**config.mk**
```make
export PLATFORM = sky130hd
export DESIGN_NAME = wb_arbiter
export DESIGN_NICKNAME = d
export VERILOG_FILES = /design/src/rtl/wb_arbiter_pkg.sv /design/src/rtl/rr_arb3.sv /design/src/rtl/wb_arbiter.sv
export SDC_FILE = /design/constraint.sdc
export NUM_CORES = 1
export LEC_CHECK = 0
export ABC_AREA = 0
export CAP_MARGIN = 5
export CORE_UTILIZATION = 35
export CTS_CLUSTER_SIZE = 14
export DETAILED_ROUTE_END_ITERATION = 8
export GPL_TIMING_DRIVEN = 0
export PLACE_DENSITY_LB_ADDON = 0.08
export SYNTH_ARGS = -nofsm -noshare
export SYNTH_HDL_FRONTEND = slang
export SYNTH_SLANG_ARGS = --single-unit
```
**constraint.sdc**
```tcl
create_clock -name clk -period 3.8 [get_ports clk]
set_input_delay 0.76 -clock clk [delete_from_list [all_inputs] [get_ports clk]]
set_output_delay 0.76 -clock clk [all_outputs]
set_load 0.02 [all_outputs]
```
**src/rtl/wb_arbiter_pkg.sv**
```systemverilog
// Shared constants for the writeback arbiter: requester indices, bus widths, PC address.
package wb_arbiter_pkg;

  localparam int NREQ    = 3;
  localparam int DW      = 16;
  localparam int AW      = 3;

  localparam int REQ_ALU = 0;
  localparam int REQ_LSU = 1;
  localparam int REQ_RMW = 2;

  localparam logic [AW-1:0] REG_PC = 3'b011;

  // Pointer successor with 2 -> 0 wrap.
  function automatic logic [1:0] rr_next(input logic [1:0] idx);
    return (idx == 2'd2) ? 2'd0 : idx + 2'd1;
  endfunction

endpackage

```
**src/rtl/rr_arb3.sv**
```systemverilog
// 3-way round-robin arbiter: combinational one-hot grant, pointer moves past each winner.
// Grant is forced to zero while reset is asserted.
module rr_arb3
  import wb_arbiter_pkg::*;
(
  input  logic       clk,
  input  logic       rst,
  input  logic [2:0] req,
  output logic [2:0] gnt
);

  logic [1:0] ptr;
  logic [1:0] win;

  always_comb begin
    gnt = 3'b000;
    if (!rst) begin
      case (ptr)
        2'd0: begin
          if      (req[0]) gnt = 3'b001;
          else if (req[1]) gnt = 3'b010;
          else if (req[2]) gnt = 3'b100;
        end
        2'd1: begin
          if      (req[1]) gnt = 3'b010;
          else if (req[2]) gnt = 3'b100;
          else if (req[0]) gnt = 3'b001;
        end
        default: begin
          if      (req[2]) gnt = 3'b100;
          else if (req[0]) gnt = 3'b001;
          else if (req[1]) gnt = 3'b010;
        end
      endcase
    end
  end

  always_comb begin
    win = 2'd0;
    if (gnt[1]) win = 2'd1;
    if (gnt[2]) win = 2'd2;
  end

  always_ff @(posedge clk or posedge rst) begin
    if (rst)
      ptr <= 2'd0;
    else if (|gnt)
      ptr <= rr_next(win);
  end

endmodule

```
**src/rtl/wb_arbiter.sv**
```systemverilog
// Writeback arbiter: picks one of ALU/LSU/RMW per cycle and registers its register, PC and
// flags writes one cycle later; keeps a scoreboard of destinations reserved by issue.
module wb_arbiter
  import wb_arbiter_pkg::*;
(
  input  logic                 clk,
  input  logic                 rst,
  input  logic [NREQ-1:0]      req,
  input  logic [NREQ-1:0]      d_wr,
  input  logic [NREQ*AW-1:0]   d_adr,
  input  logic [NREQ*DW-1:0]   d_val,
  input  logic [NREQ-1:0]      s_wr,
  input  logic [NREQ*DW-1:0]   s_val,
  output logic [NREQ-1:0]      gnt,
  output logic                 rf_d_wr,
  output logic [AW-1:0]        rf_d_adr,
  output logic [DW-1:0]        rf_d_val,
  output logic                 rf_sf_wr,
  output logic [DW-1:0]        rf_sf_val,
  output logic                 pc_wr,
  output logic [DW-1:0]        pc_val,
  input  logic                 iss_valid,
  input  logic                 iss_rd_wr,
  input  logic [AW-1:0]        iss_rd,
  output logic                 iss_stall,
  output logic [7:0]           busy
);

  logic          xfer;
  logic          sel_d_wr;
  logic [AW-1:0] sel_adr;
  logic [DW-1:0] sel_val;
  logic          sel_s_wr;
  logic [DW-1:0] sel_sval;
  logic          do_rf;
  logic          do_pc;
  logic          do_sf;
  logic          iss_set;
  logic [7:0]    busy_nxt;

  rr_arb3 u_arb (
    .clk (clk),
    .rst (rst),
    .req (req),
    .gnt (gnt)
  );

  assign xfer = |(req & gnt);

  always_comb begin
    sel_d_wr = 1'b0;
    sel_adr  = '0;
    sel_val  = '0;
    sel_s_wr = 1'b0;
    sel_sval = '0;
    for (int i = 0; i < NREQ; i++) begin
      if (gnt[i]) begin
        sel_d_wr = d_wr[i];
        sel_adr  = d_adr[i*AW +: AW];
        sel_val  = d_val[i*DW +: DW];
        sel_s_wr = s_wr[i];
        sel_sval = s_val[i*DW +: DW];
      end
    end
  end

  // Writes to the PC address are steered to the PC port instead of the register file.
  assign do_rf = xfer & sel_d_wr & (sel_adr != REG_PC);
  assign do_pc = xfer & sel_d_wr & (sel_adr == REG_PC);
  assign do_sf = xfer & sel_s_wr;

  always_ff @(posedge clk or posedge rst) begin
    if (rst) begin
      rf_d_wr   <= 1'b0;
      rf_d_adr  <= '0;
      rf_d_val  <= '0;
      rf_sf_wr  <= 1'b0;
      rf_sf_val <= '0;
      pc_wr     <= 1'b0;
      pc_val    <= '0;
    end else begin
      rf_d_wr  <= do_rf;
      rf_sf_wr <= do_sf;
      pc_wr    <= do_pc;
      if (do_rf) begin
        rf_d_adr <= sel_adr;
        rf_d_val <= sel_val;
      end
      if (do_pc)
        pc_val <= sel_val;
      if (do_sf)
        rf_sf_val <= sel_sval;
    end
  end

  assign iss_stall = iss_valid & iss_rd_wr & busy[iss_rd];
  assign iss_set   = iss_valid & iss_rd_wr & ~iss_stall;

  // Clear first, then set, so a same-cycle reservation of a retiring destination survives.
  always_comb begin
    busy_nxt = busy;
    if (xfer & sel_d_wr)
      busy_nxt[sel_adr] = 1'b0;
    if (iss_set)
      busy_nxt[iss_rd] = 1'b1;
  end

  always_ff @(posedge clk or posedge rst) begin
    if (rst)
      busy <= 8'h00;
    else
      busy <= busy_nxt;
  end

endmodule

```
==> summary.md <==
| Metric | Value |
|---|---|
| Outcome | complete, but fails checks |
| Failing checks | design-rule violations |
| Endpoints failing hold | 0 |
| Initial antenna violation count | 0 |
| Yosys top cell by area | dfrtp_1 |
| Final net count | 617 |
| Clk_lat worst skew | between 0.3 and 0.4 ns |
| Synth cell count leaders | dfrtp_1, nand2_1, mux2_2 |
| Sequential area share after synthesis | between 40% and 50% |
| Internal Power | 1.767 mW |
| Buf/Inv on CP | 3 |
| Final worst path period share | 94.65% |
| Area of the multi-input gates | between 1000 and 1500 um^2 |
| DR DRC count | 8 |
| Max-slew violations | 0 |
| First-pass GRT wire length | around 16000 um |
| Comb power frac | 44.2% |
| Root Driver | clkbuf_8 |
| Share of power burned in registers | between 30% and 40% |
| Top delay family on crit path | buffers and inverters |
| Core ar. | 8806 um^2 |
| CP peak stage delay | 0.68 ns |
| Max cap viols | 0 |
| Layout cells sized above 1 | 11.80% |
| Utilization after layout | 61.42% |
| Top FF cell, synth | dfrtp_1 |
| DIE WIDTH | 97.93 um |
| EDFF count, synth | 0 |
| Avg WL per Cell | 16.38 um |
| Vias in the first global route | 3230 |
| Pleak | 2.332 nW |
| GRT overflow | 0 |
| Synth top area share | 49.73% |
| FF+latch count, synth | 64 |
| Post-synth net total | 420 |
| Total GRT Usage | a little over a fifth |
| Relative slew slack | 50.45% |
| Placer's final routability congestion estimate | 0.7717 |
| Hpwl dp | 7507 um |
| Detailed router's first-iteration violation count | 184 |
| Hold buffer count at cts | 0 |
| CP required | 3.04 ns |
| H-tree lvl count | 3 |
| Antenna cells | 0 |
| Min Tclk post-route | approximately 3.6 ns |
| Count of final setup violators | 0 |
| Ys async rst share | 100.0% |
| Port bufs | approximately 180 |
| Register area | 1602 um^2 |
| YS warnings | 0 |
| Sw Ratio | approximately a third |
| Worst-path clk slew | 0.06 ns |
| Most used cell, CP | clkdlybuf4s50_1 |
| Crit start category | input port |
| Number of fillers in the final layout | 761 |
| Synth Instances | 299 |
| Mapped Area | 3221 um^2 |
| Routed Antenna Nets | 0 |
| WS Path Type | input port to primary output |
| WP data arrival | 2.84 ns |
| Skew final | around 0.0093 ns |
| Vias per Instance | 5.169 |
| Sw Pwr | 0.9445 mW |
| Clock power frac | a little under a fifth |
| Sum Neg Setup Slack | 0 ns |
| Area grow syn2layout | 67.95% |
| Largest net degree at the start of global routing | 42 |
| Synthesized area per cell | between 10 and 15 um^2 |
| Die ar. | 9589 um^2 |
| Drt total wl | 9958 um |
| Die span in y | 97.93 um |
| FP Rows | 34 |
| Most numerous cell in the Yosys netlist | dfrtp_1 |
| Max Root-Sink Buffers | 2 |
| Power, Total | about 2.7 mW |
| CTS buffer count | 9 |
| DRT Pass-1 Iters | 8 |
| Initial core utilization | 36.57% |
| Via count | 3143 |
| CTS sink cnt | 64 |
| Worst path cell trace | clkdlybuf4s50_1 > nor2b_1 > and2_1 > buf_2 > clkdlybuf4s50_1 |
| CTS tree | done |
| Leading post-synthesis cells by cell area | dfrtp_1, mux2_2, mux2i_1, a222oi_1, nand2_1 |
| IR drop worst, VDD | 0.0002589 V |
| Worst Setup End Kind | primary output |
| Critical Path Fanout Max | 17 |
| Slowest-stage cell, CP | clkdlybuf4s50_1 |
| Pwr Density | 501.3 nW/um^2 |
| Num ports | approximately 190 |
| Yosys cell types | 37 |
| Measured slew at the worst slew-check pin | around 0.74 ns |
| Max Fclk | around 280 MHz |
| RSZ-0062 raised after global routing | false |
| HP Class | flip-flop to flip-flop |
repair_timing:
action | 4_1_cts | 5_1_grt
buffers inserted | 1 | 0
resized for setup | 3 | 1
setup endpoints to repair | 20 | 1
cloned | 1 | 0
worst register-to-register path, stage by stage, from the launching register on:
cell      delay, ns
dfrtp_1        0.46
nor2b_1        0.07
o22ai_1        0.22
and2_1         0.17
buf_2          0.34
a222oi_1       0.13
buf_4          0.21
nor4_4         0.69
buf_6          0.26
mux2_1         0.33
layout make-up:
type | count | area share, %
Inverter | 21 | 1.573
Sequential cell | 64 | 29.61
Timing Repair inverter | 1 | 0.09253
Tap cell | 108 | 2.498
Timing Repair Buffer | 186 | 34.58
Buffer | 17 | 1.596
Multi-Input combinational cell | 196 | 26.86
Clock inverter | 3 | 0.3238
Clock buffer | 12 | 2.868
state kept, by name, indices dropped and copies added (netlist names):
| register | flops |
|---|---|
| busy | 8 |
| pc_val | 16 |
| pc_wr | 1 |
| rf_d_adr | 3 |
| rf_d_val | 16 |
| rf_d_wr | 1 |
| rf_sf_val | 16 |
| rf_sf_wr | 1 |
| u_arb.ptr | 2 |
power by group through the flow:
| stage | registers, mW | clock network [mW] | logic [mW] |
|---|---|---|---|
| 2_1_floorplan | 1.23 | 0 | 0.346 |
| 3_3_place_gp | 1.00 | 0 | 1.20 |
| 3_5_place_dp | 1.01 | 0 | 1.21 |
| 4_1_cts | 1.00 | 0.535 | 1.21 |
| 5_1_grt | 1.02 | 0.560 | 1.28 |
| 6_report | 0.999 | 0.513 | 1.20 |
cell usage in the layout (no fill, tap or decap), types with 4 or more instances in the layout:
cell,count
a31oi_1,8
mux2_2,25
dfrtp_1,64
clkdlybuf4s50_1,182
clkbuf_8,11
nor3_1,5
mux2_1,8
mux2i_1,20
a222oi_1,17
a22oi_1,17
buf_2,4
clkbuf_1,8
nand2_1,39
nor2_1,14
inv_1,18
a21oi_1,11
per-stage QoR:
stage | instance area (um^2) | setup slack [ns] | hold WS, ns | cells
3_3_place_gp | 5204 | -1.408 | 0.4671 | 591
3_5_place_dp | 5224 | -0.5691 | 0.4780 | 592
4_1_cts | 5406 | 0.01505 | 0.4929 | 608
2_1_floorplan | 3227 | 0.01691 | 0.5348 | 299
6_report | 5409 | 0.2032 | 0.4855 | 608
5_1_grt | 5409 | 0.01464 | 0.5151 | 608
layer usage:
| layer | vias to the layer above | GRT usage [%] | routed length, um | part of all wire [%] |
|---|---|---|---|---|
| met1 | 1493 | 23.51 | 3945 | 40 |
| met4 | 0 | 9.557 | 291 | 2.9 |
| li1 | 1508 | - | - | - |
| met2 | 122 | 37.70 | 4903 | 49 |
| met5 | - | 0 | 0 | 0 |
| met3 | 20 | 6.729 | 818 | 8.2 |
cells by family (layout without fill, tap and decap cells):
family / after synthesis / after routing / synth area share (%)
AO/OA/AOI/OAI: 71 / 71 / 17.25
buffers and inverters: 39 / 240 / 5.245
flip-flops: 64 / 64 / 49.73
multiplexers: 53 / 53 / 17.75
AND/OR/NAND/NOR: 72 / 72 / 10.02
worst paths after layout:
check	from	endpoint	slack (ns)	cells past startpoint
worst max-delay path	rst	gnt[0]	0.20	5
worst min-delay path	pc_val[15]	pc_val[15]	0.49	1
worst max register to register	u_arb.ptr[1]	pc_val[1]	0.79	9
worst min register to register	pc_val[15]	pc_val[15]	0.49	1
max in group asynchronous	rst	rf_sf_val[4]	2.34	4
min in group asynchronous	rst	busy[1]	1.01	2
Power figures use the tool's default switching activity.
